===== src/rtl/seq_wide_compare_pkg.sv =====
// Shared definitions for the sequential wide comparator: FSM encoding and slice width.
package seq_wide_compare_pkg;

    localparam int CHUNK = 3;

    typedef enum logic [1:0] {
        ST_IDLE = 2'd0,
        ST_SCAN = 2'd1,
        ST_DONE = 2'd2
    } state_t;

endpackage


===== src/rtl/seq_wide_compare_cmp3_slice.sv =====
// Combinational unsigned compare of one CHUNK-bit slice; outputs are one-hot.
module cmp3_slice
    import seq_wide_compare_pkg::*;
(
    input  logic [CHUNK-1:0] i_a,
    input  logic [CHUNK-1:0] i_b,
    output logic             o_gt,
    output logic             o_eq,
    output logic             o_lt
);

    assign o_gt = (i_a > i_b);
    assign o_eq = (i_a == i_b);
    assign o_lt = (i_a < i_b);

endmodule


===== src/rtl/seq_wide_compare.sv =====
// Multi-cycle unsigned magnitude comparator: one shared slice compare scans the
// zero-padded operands MSB chunk first, with valid/ready on both sides.
module seq_wide_compare
    import seq_wide_compare_pkg::*;
#(
    parameter int WIDTH      = 12,
    parameter bit EARLY_EXIT = 1'b1
)
(
    input  logic             clk,
    input  logic             rst,
    input  logic             in_valid,
    output logic             in_ready,
    input  logic [WIDTH-1:0] a,
    input  logic [WIDTH-1:0] b,
    output logic             out_valid,
    input  logic             out_ready,
    output logic             gt,
    output logic             eq,
    output logic             lt,
    output logic             busy
);

    localparam int NCHUNK = (WIDTH + CHUNK - 1) / CHUNK;
    localparam int PADW   = NCHUNK * CHUNK;
    localparam int IDXW   = (NCHUNK > 1) ? $clog2(NCHUNK) : 1;

    state_t            r_state;
    logic [PADW-1:0]   r_a;
    logic [PADW-1:0]   r_b;
    logic [IDXW-1:0]   r_idx;
    logic              r_decided;
    logic              r_dec_gt;
    logic              r_out_valid;
    logic              r_gt;
    logic              r_eq;
    logic              r_lt;

    logic [CHUNK-1:0]  w_ca;
    logic [CHUNK-1:0]  w_cb;
    logic              w_gt;
    logic              w_eq;
    logic              w_lt;
    logic              w_fin;

    assign w_ca = CHUNK'(r_a >> (r_idx * CHUNK));
    assign w_cb = CHUNK'(r_b >> (r_idx * CHUNK));

    cmp3_slice u_slice (
        .i_a  (w_ca),
        .i_b  (w_cb),
        .o_gt (w_gt),
        .o_eq (w_eq),
        .o_lt (w_lt)
    );

    // Last chunk always ends the scan; early exit also ends it on the first difference.
    assign w_fin = (r_idx == '0) || (EARLY_EXIT && !w_eq);

    always_ff @(posedge clk) begin
        if (rst) begin
            r_state     <= ST_IDLE;
            r_a         <= '0;
            r_b         <= '0;
            r_idx       <= '0;
            r_decided   <= 1'b0;
            r_dec_gt    <= 1'b0;
            r_out_valid <= 1'b0;
            r_gt        <= 1'b0;
            r_eq        <= 1'b0;
            r_lt        <= 1'b0;
        end else begin
            case (r_state)
                ST_IDLE: begin
                    if (in_valid) begin
                        r_a       <= PADW'(a);
                        r_b       <= PADW'(b);
                        r_idx     <= IDXW'(NCHUNK - 1);
                        r_decided <= 1'b0;
                        r_dec_gt  <= 1'b0;
                        r_state   <= ST_SCAN;
                    end
                end
                ST_SCAN: begin
                    if (!r_decided && !w_eq) begin
                        r_decided <= 1'b1;
                        r_dec_gt  <= w_gt;
                    end
                    // A decision from a more significant chunk is never overridden.
                    if (w_fin) begin
                        r_state     <= ST_DONE;
                        r_out_valid <= 1'b1;
                        r_gt        <= r_decided ? r_dec_gt  : w_gt;
                        r_lt        <= r_decided ? !r_dec_gt : w_lt;
                        r_eq        <= !r_decided && w_eq;
                    end else begin
                        r_idx <= r_idx - 1'b1;
                    end
                end
                ST_DONE: begin
                    if (out_ready) begin
                        r_state     <= ST_IDLE;
                        r_out_valid <= 1'b0;
                        r_gt        <= 1'b0;
                        r_eq        <= 1'b0;
                        r_lt        <= 1'b0;
                    end
                end
                default: r_state <= ST_IDLE;
            endcase
        end
    end

    assign in_ready  = (r_state == ST_IDLE);
    assign busy      = (r_state != ST_IDLE);
    assign out_valid = r_out_valid;
    assign gt        = r_gt;
    assign eq        = r_eq;
    assign lt        = r_lt;

endmodule


===== config.mk =====
export PLATFORM = sky130hd
export DESIGN_NAME = seq_wide_compare
export DESIGN_NICKNAME = d
export VERILOG_FILES = /design/src/rtl/seq_wide_compare_pkg.sv /design/src/rtl/seq_wide_compare_cmp3_slice.sv /design/src/rtl/seq_wide_compare.sv
export SDC_FILE = /design/constraint.sdc
export NUM_CORES = 1
export LEC_CHECK = 0
export CAP_MARGIN = 20
export CORE_MARGIN = 3
export CORE_UTILIZATION = 50
export CTS_BUF_LIST = sky130_fd_sc_hd__clkbuf_2 sky130_fd_sc_hd__clkbuf_4 sky130_fd_sc_hd__clkbuf_8
export DETAILED_ROUTE_END_ITERATION = 6
export PLACE_DENSITY_LB_ADDON = 0.25
export RECOVER_POWER = 25
export SLEW_MARGIN = 25
export SYNTH_ARGS = -nofsm -noshare
export SYNTH_HDL_FRONTEND = slang
export SYNTH_SLANG_ARGS = --single-unit

===== constraint.sdc =====
create_clock -name clk -period 3.5 [get_ports clk]
set_input_delay 0.525 -clock clk [delete_from_list [all_inputs] [get_ports clk]]
set_output_delay 0.525 -clock clk [all_outputs]
set_load 0.03 [all_outputs]

==> flow_summary.ini, run 1 <==
[sta]
slew_violations = 0
worst_pin_slew_ns = 1.41
setup_tns_ns = 0
fin_crit_ns = 2.40
relSlewSlack = 0.0576
fin_crit_sh = 0.684
fmax_mhz = 417
rsz0062_at_grt = false
finalClockSkew_ns = 0.0154
hold_viol = 0
finalSetupViolCount = 0

[route]
wirelength_mm = 3.16
first_pass_iters = 4
via_per_inst = 5.18
drc = 0
drtAntennaViolNets = 0
drt-initial-drc-count = 48
num_vias = 1326
wire_per_inst_um = 12.3

[place]
hpwl_mm = 2.32
dp_cells = 248
numPortBuffers = 33
gp_congestion = 0.765

[layout]
drive_gt1_frac = 0.0888
synthToLayoutAreaGrowth_pct = 23.5
nFillCells = 238
mostFrequentLayoutCell = nand2_1
final_nets = 245
most-common-layout-cells = nand2_1, dfxtp_1, a21oi_1, clkdlybuf4s50_1, nor2_1
stdcell_count = 256
num_antenna_cells = 0

[clock_tree]
cts.sinks = 34
cts-buffers-inserted = 5
clock-root-buffer = clkbuf_4
clkLatencyLatePin_ns = 0.34
path_clk_slew_ns = 0.10
htree_num_levels = 2
cts_hold_buf = 0
clockBufferDepth = 2
cts_tree = built
post_cts_buffers = 0
post_cts_resized = 0

[logic_synthesis]
synth_top_area_cell = dfxtp_1
synth.avg_cell_area_um2 = 8.58
synthArstFlopShare = 0
ys_seq_area_frac = 0.431
syn_nets = 216
ys.flop_type = dfxtp_1
yosysTopAreaCellShare = 0.431
netlist_area_um2 = 1580
ys_seq_elements = 34
synth.distinct_cells = 28
synth-edff-count = 0
syn_inst = 184
yosysWarningCount = 0
synthTopCellsByArea = dfxtp_1, nand2_1, a21oi_1

[worst_setup_path]
cp-start-kind = primary input
cp_data_arrival_time_ns = 2.60
rr_worst_depth = 6
crit_fanout = 25
path_cells = dlygate4sd3_1 -> nor3b_2 -> nor2b_1 -> mux2i_1 -> nor2_1
max_stage_delay_ns = 1.12
slowest_stage = nor3b_2
crit_type = primary input to register
crit_path_end_kind = register
cp.required_ns = 3.71

[power]
peakVddDrop_uv = 333
p_leak_nw = 0.759
p_per_area_nw_per_um2 = 509

[die]
ios = 34
initial_core_util = 0.549
die_area_um2 = 3870
core_area_um2 = 2880
num_rows = 19
die_w_um = 62.2
fp.dieH_um = 62.2

[hold_path]
holdPathStages = 2
hold_class = register to register

[grt]
grt_pass1_wl_mm = 5.35
grt_pass1_vias = 1251
grt_max_degree = 26
grt.total_usage = 0.169
grt_antenna_before_repair = 0
grt_overflow_total = 0

[outcome]
outcome = finished, final reports clean

[flow_run]
max_cap_violations = 0
-- state kept, by name (all words and copies together) (netlist names) --
name / flops
gt: 1
lt: 1
r_state: 2
r_a: 12
r_idx: 2
out_valid: 1
r_dec_gt: 1
eq: 1
r_b: 12
r_decided: 1
-- per-layer routing --
metal | GRT usage | vias to the layer above | wire [um]
li1 | - | 677 | -
met1 | 0.187 | 607 | 1360
met2 | 0.297 | 37 | 1570
met3 | 0.0595 | 5 | 196
met4 | 0.0663 | 0 | 40
met5 | 0 | - | 0
-- power breakdown --
part	switching, mW	leakage [nW]	internal (mW)
logic	0.149	0.441	0.143
clock network	0.130	0.0387	0.105
registers	0.0387	0.279	0.426
total	0.318	0.759	0.674
-- logic make-up (layout without fill, tap and decap cells) --
logic type               after synthesis  after routing  synth area share
AO/OA/AOI/OAI                         38             38             0.129
adder cells (fa/ha/maj)                4              4            0.0317
buffers and inverters                 20             50            0.0674
flip-flops                            34             34             0.431
multiplexers                           9              9             0.106
AND/OR/NAND/NOR                       79             79             0.235
-- worst max-delay path, delay by kind of cell --
kind / cells / cell delay, ns
buffers and inverters: 1 / 0.60
AND/OR/NAND/NOR: 3 / 1.28
multiplexers: 1 / 0.19
-- per-stage QoR --
step	hold WS, ns	setup slack [ns]	util	power [mW]	area, um2
floorplan	0.433	1.39	-	0.690	1580
global placement	0.436	1.19	0.658	0.758	1890
detailed placement	0.440	1.15	0.658	0.771	1890
CTS	0.455	1.12	0.680	1.00	1960
global route	0.473	0.901	0.678	1.05	1950
finish	0.447	1.10	0.678	0.992	1950
-- cell type report --
cell class              count  area (um2)  area share
clock buffers               7        58.8      0.0301
clock inverters             1        5.00     0.00257
inverters                   8        30.0      0.0154
multi-input cells         130         786       0.403
flip-flops and latches     34         681       0.349
well taps                  42        52.6      0.0269
repair buffers             34         338       0.173
-- synth_stat cells (2+ instances only) --
cell type	number
ha_1	4
nand3b_1	4
nand2_1	55
buf_2	4
o21ai_0	2
mux2_2	2
mux4_2	6
nor2_1	9
dfxtp_1	34
a21oi_1	30
nor2b_1	2
nand2b_1	2
clkbuf_1	4
buf_6	3
a211oi_1	3
inv_1	8
-- path summary, 6_finish.rpt --
path	startpoint	slack, ns	to
worst max-delay path	in_valid	1.10	r_dec_gt$_SDFFE_PP0P_
worst min-delay path	lt$_SDFFE_PP0P_	0.45	lt$_SDFFE_PP0P_
worst max register to register	r_idx[0]$_SDFFE_PP0P_	1.15	r_dec_gt$_SDFFE_PP0P_
worst min register to register	lt$_SDFFE_PP0P_	0.45	lt$_SDFFE_PP0P_
Power figures use the tool's default switching activity.
==> inputs of run 2 (changes only) <==
--- a/config.mk
+++ b/config.mk
@@ -7,7 +7,7 @@
 export LEC_CHECK = 0
 export CAP_MARGIN = 20
 export CORE_MARGIN = 3
-export CORE_UTILIZATION = 50
+export CORE_UTILIZATION = 47
 export CTS_BUF_LIST = sky130_fd_sc_hd__clkbuf_2 sky130_fd_sc_hd__clkbuf_4 sky130_fd_sc_hd__clkbuf_8
 export DETAILED_ROUTE_END_ITERATION = 6
 export PLACE_DENSITY_LB_ADDON = 0.25
==> constraint.sdc (replaced) <==
create_clock -name clk -period 2.2 [get_ports clk]
set_input_delay 0.33 -clock clk [delete_from_list [all_inputs] [get_ports clk]]
set_output_delay 0.33 -clock clk [all_outputs]
set_load 0.03 [all_outputs]
==> flow_summary.ini, run 2 (synthesis gave the netlist of run 1 again) <==
[die]
num_rows = 20
core_area_um2 = 3130
die_w_um = 64.0
initial_core_util = 0.505
fp.dieH_um = 64.0
ios = 34
die_area_um2 = 4090

[sta]
fin_crit_ns = 2.10
finalSetupViolCount = 0
setup_tns_ns = 0
worst_pin_slew_ns = 1.02
fin_crit_sh = 0.957
hold_viol = 0
finalClockSkew_ns = 0.00692
relSlewSlack = 0.318
slew_violations = 0
holdWs_ns = 0.459
fmax_mhz = 475
rsz0062_at_grt = false

[route]
num_vias = 1351
wire_per_inst_um = 12.5
wirelength_mm = 3.29
drtAntennaViolNets = 0
first_pass_iters = 2
drt-initial-drc-count = 76
drc = 0
via_per_inst = 5.14

[worst_setup_path]
crit_fanout = 9
crit_path_end_kind = register
cp_data_arrival_time_ns = 2.37
rr_worst_depth = 6
crit_type = register to register
cp.required_ns = 2.46
cp-start-kind = register

[power]
switchingPower_uw = 516
p_clk_frac = 0.213
p_seq_frac = 0.456
pwr-share-comb = 0.331
switching_share = 0.320
p_leak_nw = 0.771
p_per_area_nw_per_um2 = 791
peakVddDrop_uv = 352
internal_power_mw = 1.10

[layout]
mostFrequentLayoutCell = nand2_1
most-common-layout-cells = nand2_1, clkdlybuf4s50_1, dfxtp_1, a21oi_1, nor2_1
num_antenna_cells = 0
synthToLayoutAreaGrowth_pct = 29.2
final_nets = 251
drive_gt1_frac = 0.137
nFillCells = 269
reg.largest.list = r_a x12, r_b x12

[clock_tree]
htree_num_levels = 2
cts-buffers-inserted = 5
clock-root-buffer = clkbuf_4
post_cts_buffers = 0
clockBufferDepth = 2
cts.sinks = 34
cts_tree = built
clkLatencyLatePin_ns = 0.34
path_clk_slew_ns = 0.10
cts_hold_buf = 0

[grt]
grt_overflow_total = 0
grt_antenna_before_repair = 0
grt_max_degree = 26
grt.total_usage = 0.184
grt_pass1_vias = 1391
grt_pass1_wl_mm = 5.88

[outcome]
outcome = finished, final reports clean

[place]
numPortBuffers = 33
hpwl_mm = 2.48
gp_congestion = 0.848

[hold_path]
holdPathStages = 2
hold_class = register to register

[flow_run]
max_cap_violations = 0
==> run 2: area by class of cell <==
| class | instances | area [um2] | share of cell area |
|---|---|---|---|
| clock buffer | 7 | 52.6 | 0.0258 |
| inverter | 8 | 30.0 | 0.0147 |
| multi-input combinational | 130 | 835 | 0.409 |
| sequential | 34 | 684 | 0.336 |
| tap | 44 | 55.1 | 0.0270 |
| timing repair buffer | 40 | 383 | 0.188 |
==> run 2: path summary, 6_finish.rpt <==
| path | start | endpoint | slack [ns] |
|---|---|---|---|
| worst max-delay path | r_idx[0]$_SDFFE_PP0P_ | r_idx[0]$_SDFFE_PP0P_ | 0.1 |
| worst min-delay path | lt$_SDFFE_PP0P_ | lt$_SDFFE_PP0P_ | 0.46 |
| worst max register to register | r_idx[0]$_SDFFE_PP0P_ | r_idx[0]$_SDFFE_PP0P_ | 0.1 |
| worst min register to register | lt$_SDFFE_PP0P_ | lt$_SDFFE_PP0P_ | 0.46 |
==> run 2: repair_timing <==
action / CTS / global route
resized for setup: 3 / 5
pin swaps: 0 / 1
endpoints found under the setup margin: 1 / 6
==> run 2: worst max-delay path: stages, from the launching register on <==
cell	delay, ns
dfxtp_2	0.37
buf_4	0.13
mux4_2	0.54
ha_4	0.32
nand4b_4	0.16
mux2_2	0.31
a211oi_2	0.20
==> run 2: through the flow <==
stage	util	setup WS [ns]	instances	cell area [um2]	power, mW
floorplan	-	0.0933	184	1580	1.10
global placement	0.620	0.0925	256	1940	1.23
detailed placement	0.620	0.00522	256	1940	1.25
CTS	0.646	0.0143	263	2020	1.61
global route	0.652	0.00925	263	2040	1.72
finish	0.652	0.0955	263	2040	1.61
==> run 2: power by group through the flow <==
stage | clock network, mW | logic (mW) | registers [mW]
detailed placement | 0 | 0.504 | 0.746
CTS | 0.348 | 0.529 | 0.733
finish | 0.343 | 0.534 | 0.735
floorplan | 0 | 0.365 | 0.733
global placement | 0 | 0.485 | 0.744
global route | 0.374 | 0.603 | 0.744
==> run 2: layer usage <==
| layer | track usage | vias to the layer above | share of wire |
|---|---|---|---|
| met5 | 0 | - | 0 |
| met4 | 0.0863 | 0 | 0.019 |
| met3 | 0.0650 | 9 | 0.049 |
| met2 | 0.321 | 25 | 0.52 |
| met1 | 0.196 | 631 | 0.41 |
| li1 | - | 686 | - |
==> inputs of run 3 (changes only) <==
--- a/config.mk
+++ b/config.mk
@@ -7,7 +7,7 @@
 export LEC_CHECK = 0
 export CAP_MARGIN = 20
 export CORE_MARGIN = 3
-export CORE_UTILIZATION = 47
+export CORE_UTILIZATION = 50
 export CTS_BUF_LIST = sky130_fd_sc_hd__clkbuf_2 sky130_fd_sc_hd__clkbuf_4 sky130_fd_sc_hd__clkbuf_8
 export DETAILED_ROUTE_END_ITERATION = 6
 export PLACE_DENSITY_LB_ADDON = 0.25
==> constraint.sdc (replaced) <==
create_clock -name clk -period 2.5 [get_ports clk]
set_input_delay 0.375 -clock clk [delete_from_list [all_inputs] [get_ports clk]]
set_output_delay 0.375 -clock clk [all_outputs]
set_load 0.03 [all_outputs]
==> flow_summary.ini, run 3 (synthesis gave the netlist of run 1 again) <==
[layout]
nFillCells = 259
drive_gt1_frac = 0.102
num_antenna_cells = 0
most-common-layout-cells = nand2_1, dfxtp_1, a21oi_1, clkdlybuf4s50_1, nor2_1
stdcell_count = 258
final_nets = 247
reg.largest.list = r_a x12, r_b x12
mostFrequentLayoutCell = nand2_1
utilization = 0.690
multiInputGateArea_um2 = 792
synthToLayoutAreaGrowth_pct = 25.8
ff_latch_area_um2 = 682

[die]
initial_core_util = 0.549
die_area_um2 = 3870
ios = 34
fp.dieH_um = 62.2
num_rows = 19
die_w_um = 62.2
core_area_um2 = 2880

[clock_tree]
post_cts_resized = 0
cts_tree = built
clockBufferDepth = 2
cts.sinks = 34
cts-buffers-inserted = 5
clkLatencyLatePin_ns = 0.34
htree_num_levels = 2
cts_hold_buf = 0
path_clk_slew_ns = 0.10
post_cts_buffers = 0
clock-root-buffer = clkbuf_4

[sta]
worst_pin_slew_ns = 0.796
relSlewSlack = 0.468
fmax_mhz = 455
setup_ws_ns = 0.302
fin_crit_sh = 0.879
finalClockSkew_ns = 0.00813
slew_violations = 0
hold_viol = 0
rsz0062_at_grt = false
setup_tns_ns = 0
fin_crit_ns = 2.20
finalSetupViolCount = 0

[worst_setup_path]
slowest_stage = mux4_2
cpLargestDelayFamily = multiplexers
cp_data_arrival_time_ns = 2.43
max_stage_delay_ns = 0.53
crit_fanout = 9
path_cells = mux4_2 -> ha_1 -> nand4b_4 -> mux2_2 -> a211oi_1
cp-start-kind = register
crit_type = register to register
crit_path_end_kind = register
worst-path-buf-inv = 0
cp.required_ns = 2.74

[grt]
grt.total_usage = 0.177
grt_max_degree = 26
grt_pass1_vias = 1240
grt_pass1_wl_mm = 5.47
grt_overflow_total = 0
grt_antenna_before_repair = 0

[route]
wirelength_mm = 3.32
drtAntennaViolNets = 0
via_per_inst = 5.24
first_pass_iters = 4
wire_per_inst_um = 12.9
num_vias = 1352
drt-initial-drc-count = 82
drc = 0

[hold_path]
hold_class = register to register

[outcome]
outcome = finished, final reports clean

[place]
pre_cts_slack_ns = 0.135
hpwl_mm = 2.45
gp_congestion = 0.766
numPortBuffers = 33
dp_cells = 250

[power]
peakVddDrop_uv = 421
finalPower_mw = 1.41
p_leak_nw = 0.774
p_per_area_nw_per_um2 = 710

[flow_run]
max_cap_violations = 0
[run 3: cell count changes in the layout (fill, tap and decap cells not counted), moves of 3 or more]
cell	previous run	this run
clkdlybuf4s50_1	33	29
dlygate4sd3_1	0	4
buf_4	5	2
ha_1	1	4
ha_4	3	0
[run 3: worst reg2reg max path: stages, from the launching register on]
cell      delay, ns
dfxtp_2        0.48
mux4_2         0.53
ha_1           0.39
nand4b_4       0.19
mux2_2         0.30
a211oi_1       0.22
[run 3: final cells by class]
class,count,share of cell area
clock buffers,7,0.0296
clock inverters,1,0.00252
inverters,8,0.0151
multi-input cells,130,0.399
flip-flops and latches,34,0.343
well taps,42,0.0265
repair buffers,36,0.184
[run 3: per-layer routing]
| metal | up-vias | GRT usage | routed length, um |
|---|---|---|---|
| li1 | 684 | - | - |
| met1 | 628 | 0.198 | 1440 |
| met2 | 35 | 0.312 | 1680 |
| met3 | 5 | 0.0468 | 168 |
| met4 | 0 | 0.0829 | 38 |
| met5 | - | 0 | 0 |
[run 3: worst paths after layout]
path	endpoint	depth (start not counted)	slack, ns	from
setup / recovery	r_idx[0]$_SDFFE_PP0P_	5	0.30	r_idx[0]$_SDFFE_PP0P_
hold / removal	r_a[8]$_SDFFE_PP0P_	2	0.46	r_a[8]$_SDFFE_PP0P_
setup reg to reg	r_idx[0]$_SDFFE_PP0P_	5	0.30	r_idx[0]$_SDFFE_PP0P_
hold reg to reg	r_a[8]$_SDFFE_PP0P_	2	0.46	r_a[8]$_SDFFE_PP0P_
[run 3: metrics by stage]
step	instance area, um2	hold WS, ns
after floorplan	1580	0.433
after global placement	1920	0.434
after detailed placement	1920	0.448
after CTS	1980	0.462
after global routing	1990	0.482
final	1990	0.463
[run 3: report_power, final]
part / internal (mW) / total [mW] / switching (mW) / leakage, nW
registers: 0.597 / 0.653 / 0.0561 / 0.279
clock network: 0.147 / 0.329 / 0.182 / 0.0387
logic: 0.214 / 0.427 / 0.213 / 0.456
total: 0.958 / 1.41 / 0.451 / 0.774
